## src/rtl/cache_bus_pkg.sv

```systemverilog
// Shared types for the data-cache bus arbiter: FSM states, owner ids and size codes.
package cache_bus_pkg;

  typedef enum logic [1:0] {
    ST_IDLE = 2'd0,
    ST_ADDR = 2'd1,
    ST_DATA = 2'd2
  } state_e;

  typedef enum logic {
    OWN_I = 1'b0,
    OWN_D = 1'b1
  } owner_e;

  localparam logic [2:0] SZ_B = 3'b000;
  localparam logic [2:0] SZ_H = 3'b001;
  localparam logic [2:0] SZ_W = 3'b010;

endpackage

```

## src/rtl/bus_arb_prio.sv

```systemverilog
// D-over-I priority arbiter with a starvation guard that forces an I win
// after STARVE_LIMIT consecutive D wins while I was waiting.
module bus_arb_prio
  import cache_bus_pkg::*;
#(
  parameter int STARVE_LIMIT = 4
) (
  input  logic   clk,
  input  logic   resetn,
  input  logic   arb_en_i,
  input  logic   i_req_i,
  input  logic   d_req_i,
  output logic   grant_o,
  output owner_e winner_o
);

  localparam int CW = $clog2(STARVE_LIMIT + 1);
  localparam logic [CW-1:0] LIMIT = CW'(STARVE_LIMIT);

  logic [CW-1:0] starve_q, starve_d;

  always_comb begin
    grant_o  = i_req_i | d_req_i;
    winner_o = OWN_D;
    if (i_req_i && (!d_req_i || starve_q == LIMIT)) begin
      winner_o = OWN_I;
    end
  end

  // Only arbitration cycles move the counter; an idle I clears the streak.
  always_comb begin
    starve_d = starve_q;
    if (arb_en_i) begin
      if (!i_req_i || winner_o == OWN_I) begin
        starve_d = '0;
      end else if (starve_q != LIMIT) begin
        starve_d = starve_q + 1'b1;
      end
    end
  end

  always_ff @(posedge clk or negedge resetn) begin
    if (!resetn) begin
      starve_q <= '0;
    end else begin
      starve_q <= starve_d;
    end
  end

endmodule

```

## src/rtl/dcache_bus_arbiter.sv

```systemverilog
// Shares one SRAM-like memory port between instruction fetch (read-only) and the
// MEM-stage data port; one transaction in flight, request fields latched at grant.
module dcache_bus_arbiter
  import cache_bus_pkg::*;
#(
  parameter int ADDR_W       = 32,
  parameter int DATA_W       = 32,
  parameter int STARVE_LIMIT = 4
) (
  input  logic                clk,
  input  logic                resetn,
  input  logic                i_req,
  input  logic [ADDR_W-1:0]   i_addr,
  output logic                i_addr_ok,
  output logic                i_data_ok,
  output logic [DATA_W-1:0]   i_rdata,
  input  logic                d_req,
  input  logic                d_wr,
  input  logic [2:0]          d_size,
  input  logic [DATA_W/8-1:0] d_wstrb,
  input  logic [ADDR_W-1:0]   d_addr,
  input  logic [DATA_W-1:0]   d_wdata,
  output logic                d_addr_ok,
  output logic                d_data_ok,
  output logic [DATA_W-1:0]   d_rdata,
  output logic                m_req,
  output logic                m_wr,
  output logic [2:0]          m_size,
  output logic [DATA_W/8-1:0] m_wstrb,
  output logic [ADDR_W-1:0]   m_addr,
  output logic [DATA_W-1:0]   m_wdata,
  input  logic                m_addr_ok,
  input  logic                m_data_ok,
  input  logic [DATA_W-1:0]   m_rdata
);

  state_e                state_q, state_d;
  owner_e                owner_q, owner_d;
  logic                  m_wr_q, m_wr_d;
  logic [2:0]            m_size_q, m_size_d;
  logic [DATA_W/8-1:0]   m_wstrb_q, m_wstrb_d;
  logic [ADDR_W-1:0]     m_addr_q, m_addr_d;
  logic [DATA_W-1:0]     m_wdata_q, m_wdata_d;
  logic [DATA_W-1:0]     i_rdata_q, d_rdata_q;
  logic                  grant, take, done;
  owner_e                winner;

  bus_arb_prio #(
    .STARVE_LIMIT(STARVE_LIMIT)
  ) u_prio (
    .clk     (clk),
    .resetn  (resetn),
    .arb_en_i(state_q == ST_IDLE),
    .i_req_i (i_req),
    .d_req_i (d_req),
    .grant_o (grant),
    .winner_o(winner)
  );

  always_comb begin
    state_d   = state_q;
    owner_d   = owner_q;
    m_wr_d    = m_wr_q;
    m_size_d  = m_size_q;
    m_wstrb_d = m_wstrb_q;
    m_addr_d  = m_addr_q;
    m_wdata_d = m_wdata_q;
    take      = 1'b0;
    done      = 1'b0;
    unique case (state_q)
      ST_IDLE: begin
        if (grant) begin
          take    = 1'b1;
          state_d = ST_ADDR;
          owner_d = winner;
          if (winner == OWN_I) begin
            m_wr_d    = 1'b0;
            m_size_d  = SZ_W;
            m_wstrb_d = '0;
            m_addr_d  = i_addr;
            m_wdata_d = '0;
          end else begin
            m_wr_d    = d_wr;
            m_size_d  = d_size;
            m_wstrb_d = d_wr ? d_wstrb : '0;
            m_addr_d  = d_addr;
            m_wdata_d = d_wdata;
          end
        end
      end
      // A lone m_data_ok here is a downstream protocol error and is dropped.
      ST_ADDR: begin
        if (m_addr_ok) begin
          done    = m_data_ok;
          state_d = m_data_ok ? ST_IDLE : ST_DATA;
        end
      end
      ST_DATA: begin
        if (m_data_ok) begin
          done    = 1'b1;
          state_d = ST_IDLE;
        end
      end
      default: state_d = ST_IDLE;
    endcase
  end

  // addr_ok is gated by resetn so no grant pulse leaks out while reset is held.
  assign i_addr_ok = resetn & take & (winner == OWN_I);
  assign d_addr_ok = resetn & take & (winner == OWN_D);
  assign i_data_ok = done & (owner_q == OWN_I);
  assign d_data_ok = done & (owner_q == OWN_D);
  assign i_rdata   = i_data_ok ? m_rdata : i_rdata_q;
  assign d_rdata   = d_data_ok ? m_rdata : d_rdata_q;
  assign m_req     = (state_q == ST_ADDR);
  assign m_wr      = m_wr_q;
  assign m_size    = m_size_q;
  assign m_wstrb   = m_wstrb_q;
  assign m_addr    = m_addr_q;
  assign m_wdata   = m_wdata_q;

  always_ff @(posedge clk or negedge resetn) begin
    if (!resetn) begin
      state_q   <= ST_IDLE;
      owner_q   <= OWN_D;
      m_wr_q    <= 1'b0;
      m_size_q  <= '0;
      m_wstrb_q <= '0;
      m_addr_q  <= '0;
      m_wdata_q <= '0;
      i_rdata_q <= '0;
      d_rdata_q <= '0;
    end else begin
      state_q   <= state_d;
      owner_q   <= owner_d;
      m_wr_q    <= m_wr_d;
      m_size_q  <= m_size_d;
      m_wstrb_q <= m_wstrb_d;
      m_addr_q  <= m_addr_d;
      m_wdata_q <= m_wdata_d;
      i_rdata_q <= i_rdata;
      d_rdata_q <= d_rdata;
    end
  end

endmodule
```

## config.mk

```make
export PLATFORM = sky130hd
export DESIGN_NAME = dcache_bus_arbiter
export DESIGN_NICKNAME = d
export VERILOG_FILES = /design/src/rtl/cache_bus_pkg.sv /design/src/rtl/bus_arb_prio.sv /design/src/rtl/dcache_bus_arbiter.sv
export SDC_FILE = /design/constraint.sdc
export NUM_CORES = 1
export LEC_CHECK = 0
export ABC_CLOCK_PERIOD_IN_PS = 2700
export CORE_MARGIN = 8
export CORE_UTILIZATION = 42
export CTS_BUF_LIST = sky130_fd_sc_hd__clkbuf_8
export CTS_CLUSTER_DIAMETER = 150
export CTS_CLUSTER_SIZE = 8
export DETAILED_ROUTE_END_ITERATION = 10
export PLACE_DENSITY = 0.82
export REMOVE_ABC_BUFFERS = 1
export SETUP_SLACK_MARGIN = 0.3
export SYNTH_ARGS = -nofsm -noshare
export SYNTH_HDL_FRONTEND = slang
export SYNTH_HIERARCHICAL = 1
export SYNTH_SLANG_ARGS = --single-unit
```

## constraint.sdc

```tcl
create_clock -name clk -period 2.7 [get_ports clk]
set_input_delay 0.54 -clock clk [delete_from_list [all_inputs] [get_ports clk]]
set_output_delay 0.54 -clock clk [all_outputs]
set_load 0.005 [all_outputs]
```

## Word level (Yosys, flattened, before mapping)

Cells that the tools add are included.

- Multiplexer cells: 21
- $add $sub $neg: 1
- Bitwise logic cells: 7
- Reductions and logical operators: 10
- Eq/ne operators: 7

Operator list:

| operator | number |
|---|---|
| 32-bit two-way mux | 4 |
| 3-bit two-way mux | 3 |
| 2-bit two-way mux | 4 |
| 4-bit two-way mux | 2 |
| 1-bit two-way mux | 6 |
| 2-bit one-hot mux with 3 select lines | 1 |
| 1-bit bitwise AND | 5 |
| 2-bit != test, second input constant | 2 |
| 2-bit AND reduction | 2 |
| 3-bit by 1-bit adder with 3-bit output, second input constant | 1 |
| 3-bit == test, second input constant | 1 |
| 3-bit != test, second input constant | 1 |
| 3-bit AND reduction | 1 |
| 2-bit by 1-bit == test with 1-bit output, second input constant | 1 |
| 2-bit == test, second input constant | 1 |
| 1-bit logical NOT | 2 |
| 2-bit logical NOT | 1 |
| 1-bit logical OR | 2 |
| 2-bit by 1-bit != test with 1-bit output, second input constant | 1 |
| 1-bit one-hot mux with 2 select lines | 1 |
| 2-bit nonzero test | 1 |
| 1-bit logical AND | 1 |
| 1-bit inverter | 1 |
| 1-bit bitwise OR | 1 |

- Flip-flop bits (word level): 142
- Output and inout bits: 141

## Logic depth before layout (Yosys ltp)

- Word-level depth: 6
- Mapped depth: 9
- Mapped depth without buffers: 7

## By module

The synthesis kept the hierarchy.

By module, submodules not included:

| module | area each (µm²) | cells each | instances |
|---|---|---|---|
| dcache_bus_arbiter | 5,637.9 | 464 | 1 |
| bus_arb_prio | 202.7 | 21 | 1 |

## Least setup slack after synthesis

OpenSTA, ideal clock, no wires.

- Path type: reg-to-output
- Start: register state_q[1]
- End: output port d_rdata[22]
- Path buffers: 1
- Cell stages (with the launch flop): 7
- Path slack: 0.491 ns
- Arrival: 1.669 ns
- Required time: 2.160 ns
- Path through: dfrtp_1 > inv_1 > ha_1 > a21oi_2 > nor3b_4 > buf_6 > mux2_2

- Cells in the longest elaborated chain, start to end: 4

Ends and longest elaborated chain:

| item | line | source |
|---|---|---|
| start: declaration | dcache_bus_arbiter.sv:37 | `state_e state_q, state_d;` |
| start signal: assignment | dcache_bus_arbiter.sv:134 | `state_q <= state_d;` |
| 2-bit by 1-bit == test with 1-bit output | n/a |  |
| named net m_req | dcache_bus_arbiter.sv:26 | `output logic m_req,` |
| 1-bit one-hot mux with 2 select lines | dcache_bus_arbiter.sv:70 | `unique case (state_q)` |
| 1-bit bitwise AND | dcache_bus_arbiter.sv:112 | `assign d_data_ok = done & (owner_q == OWN_D);` |
| named net d_data_ok | dcache_bus_arbiter.sv:24 | `output logic d_data_ok,` |
| 32-bit two-way mux | dcache_bus_arbiter.sv:114 | `assign d_rdata = d_data_ok ? m_rdata : d_rdata_q;` |
| end: declaration | dcache_bus_arbiter.sv:25 | `output logic [DATA_W-1:0] d_rdata,` |

The timed path passes the listed nets, and every way through them passes these cells.

## Final worst setup path

- Start: register state_q[0]
- End: output port d_rdata[27]

- Cells in the longest elaborated chain, start to end: 4

Ends and longest elaborated chain:

| item | line |
|---|---|
| 2-bit == test / 2-bit by 1-bit == test with 1-bit output (equally long branches) | dcache_bus_arbiter.sv:70 |
| 1-bit one-hot mux with 2 select lines * | dcache_bus_arbiter.sv:70 |
| 1-bit bitwise AND * | dcache_bus_arbiter.sv:112 |
| 32-bit two-way mux * | dcache_bus_arbiter.sv:114 |

Every way passes the cells marked *; elsewhere a longest branch is shown, timed or not.

==> flow_metrics.env <==
export IMPL_r2r_cells=10
export IMPL_multi_input_area_um2=2390
export IMPL_yosysTopAreaCellShare_pct=60.4
export IMPL_endpoint="d_rdata[27]"
export IMPL_drive_above_1_share_pct=31.7
export IMPL_first_iter_violations=399
export IMPL_crit_slowest_cell="dfrtp_1"
export IMPL_worst_setup_path_type="reg -> out"
export IMPL_path_clk_slew_ps=70
export IMPL_tightest_slew_ps=668
export IMPL_outcome="complete, but fails checks"
export IMPL_area_delta_synth_final_pct=79.7
export IMPL_avgSynthCellArea_um2=12.0
export IMPL_die_w_um=134
export IMPL_path_max_fanout=7
export IMPL_die_y_um=134
export IMPL_grt_setup_unrepaired="yes"
export IMPL_syn_inst=485
export IMPL_synth_top_family_by_area="multiplexers"
export IMPL_cts_tree="done"
export IMPL_diodes=0
export IMPL_post_route_period_util_pct=109
export IMPL_dp_hpwl_um=14000
export IMPL_critical_path_arrival_ps=2410
export IMPL_yosys_area_share_simple_pct=11.8
export IMPL_drc=0
export IMPL_cts_root_buf="clkbuf_8"
export IMPL_io_buffers=282
export IMPL_r2r_slack_ps=540
export IMPL_vias_per_cell=5.12
export IMPL_vias=5337
export IMPL_synthMuxAreaShare_pct=18.4
export IMPL_fin_crit_ps=2950
export IMPL_fin_skew_ps=14.5
export IMPL_gr_usage_all_layers_pct=23.7
export IMPL_crit_path_end_kind="output pin"
export IMPL_initial_core_util_pct=42.6
export IMPL_final_common_cell="clkdlybuf4s50_1"
export IMPL_power_mw=11.8
export IMPL_cts_made_buffers=17
export IMPL_synth_xor_area_share_pct=0
export IMPL_routed_wl_um=24000
export IMPL_hold_viol=0
export IMPL_postRouteAntennaNets=0
export IMPL_setup_ws_ps=-252
export IMPL_final_setup_viol_count=54
export IMPL_final_util_pct=76.5
export IMPL_synth_compound_gate_area_share_pct=4.28
export IMPL_clock_fmax_ghz=0.339
export IMPL_num_io_pins=283
export IMPL_dr_pass1_iters=5
export IMPL_p_leak_nw=5.07
export IMPL_grt_pass1_wl_um=32600
export IMPL_grt_max_degree=127
export IMPL_synth_fa_ha_area_share_pct=1.29
export IMPL_rows=43
export IMPL_worstPathCellList="inv_2 -> ha_4 -> nand2_4 -> nor3b_4 -> buf_6 -> buf_12 -> buf_16 -> buf_6 -> mux2_4 -> buf_6"
export IMPL_violations="negative setup slack"
export IMPL_slew_limit_headroom_pct=55.4
export IMPL_setup_tns_ps=-6650
export IMPL_placedCellCount=933
export IMPL_insertion_delay_ps=440
export IMPL_cts_sinks=142
export IMPL_clk_path_buf_depth=2
export IMPL_yosysWarnings=6
export IMPL_grt_pass1_vias=5593
export IMPL_postLayoutCellArea_um2=10500
export IMPL_synth_distinct_cells=30
export IMPL_synth_seq_area_share_pct=60.9
export IMPL_placed_area_um2=8900
export IMPL_r2r_start="state_q[0]$_DFFE_PN0P_"
export IMPL_drv_slew=0
export IMPL_required_ps=2160
export IMPL_maxCapViolations=0
export IMPL_nets=999
export IMPL_cp_startpoint="state_q[0]$_DFFE_PN0P_"
export IMPL_yosys_area_top_type="dfrtp_1"
export IMPL_hold_class="reg -> reg"
export IMPL_final_seq_area_um2=3550
export IMPL_cp_common_cell="buf_6"
export IMPL_max_vdd_ir_drop_mv=0.505
export IMPL_post_drt_wl_per_cell_um=23.0
export IMPL_syn_area_um2=5840
export IMPL_grt_overflow=0
export IMPL_fin_cells=1043
export IMPL_fillers=813
export IMPL_critPathMaxStageDelay_ps=370
export IMPL_core_area_um2=13700
export IMPL_place_gp_congestion=0.802
export IMPL_mostFrequentLayoutCells="clkdlybuf4s50_1, dfrtp_1, nand2_1, buf_6, buf_4"
export IMPL_worst_r2r_endpoint="d_rdata_q[24]$_DFF_PN0_"
export IMPL_start_kind="flop"
export IMPL_htreeDepth=4
export IMPL_ys_top_cells_by_area="dfrtp_1, mux2_2, nand2_1"
export IMPL_ys_ff_latch=142
export IMPL_fp_dieArea_um2=17900
export IMPL_power_density_nw_per_um2=1130
export IMPL_antenna_found_initial=0
-- critical path: cells and delay by family (launching register included) --
kind | cells | cell delay, ps
adders and majority gates | 1 | 280
buffers and inverters | 6 | 690
DFF | 1 | 370
muxes | 1 | 310
and+or+nand+nor | 2 | 320
-- cell type report --
cell class | count | area share (%)
Timing Repair Buffer | 376 | 36.7
Sequential cell | 142 | 33.9
Multi-Input combinational cell | 305 | 22.8
Clock buffer | 19 | 2.49
Tap cell | 180 | 2.15
Clock inverter | 12 | 1.61
Inverter | 9 | 0.322
-- what timing repair did --
item / 4_1_cts / 5_1_grt
endpoints found under the setup margin: 68 / 68
cloned: 4 / 3
buffers inserted: 32 / 39
pin swaps: 5 / 5
hold buffers: 1 / 0
gates resized for setup: 352 / 79
hold endpoints to repair: 15 / 0
-- worst min-delay path by stage --
stage | start | to | slack [ps] | cells after the start
after floorplan | resetn | d_rdata_q[0]$_DFF_PN0_ | 240 | 0
after global placement | resetn | state_q[0]$_DFFE_PN0P_ | 390 | 1
after detailed placement | resetn | state_q[0]$_DFFE_PN0P_ | 400 | 1
after CTS | m_size[2]$_DFFE_PN0P_ | m_size[2]$_DFFE_PN0P_ | 470 | 2
after global routing | m_wdata[5]$_DFFE_PN0P_ | m_wdata[5]$_DFFE_PN0P_ | 500 | 2
final | m_wdata[16]$_DFFE_PN0P_ | m_wdata[16]$_DFFE_PN0P_ | 470 | 2
-- flip-flops by register name, indices dropped and copies added, names as in the netlist --
| register | count |
|---|---|
| d_rdata_q | 32 |
| m_wstrb | 4 |
| state_q | 2 |
| m_addr | 32 |
| owner_q | 1 |
| m_wr | 1 |
| u_prio/starve_q | 3 |
| i_rdata_q | 32 |
| m_wdata | 32 |
| m_size | 3 |
-- per-stage QoR --
| stage | hold slack (ps) | setup WS [ps] |
|---|---|---|
| floorplan | 244 | -472 |
| global placement | 391 | -312 |
| detailed placement | 396 | -339 |
| CTS | 472 | -242 |
| global route | 495 | -351 |
| finish | 470 | -252 |
-- power by group --
| group | switching [mW] | internal (mW) |
|---|---|---|
| clock | 0.806 | 1.04 |
| combinational | 2.58 | 3.76 |
| sequential | 0.509 | 3.14 |
| total | 3.90 | 7.94 |
-- per-layer routing --
metal  part of all wire (%)  GRT usage [%]  up-vias
li1                       -              -     2372
met1                     38           26.0     2647
met2                     50           40.5      285
met3                     10           10.4       33
met4                    1.9           7.49        0
met5                      0              0        -
-- kinds of logic (layout without fill, tap and decap cells) --
family,count (synthesis),after routing
and+or+nand+nor,158,158
DFF,142,142
muxes,99,99
AOI/OAI and AO/OA,42,42
buffers and inverters,38,416
adders and majority gates,6,6
-- Yosys cell counts (all sizes together) --
library cell and instances:
nand3 35, mux2 65, dfrtp 141, o21ai 32, inv 9, mux2i 34
dfstp 1, a31oi 1, o22ai 1, a222oi 1, buf 17, and2 2
or2b 1, nand2 111, nor3b 1, clkbuf 12, o311ai 1, nand4 2
a21o 1, a21oi 1, or2 1, a22o 4, nor3 1, and3 2
nor2 2, ha 6
(Power assumes the default switching activity.)
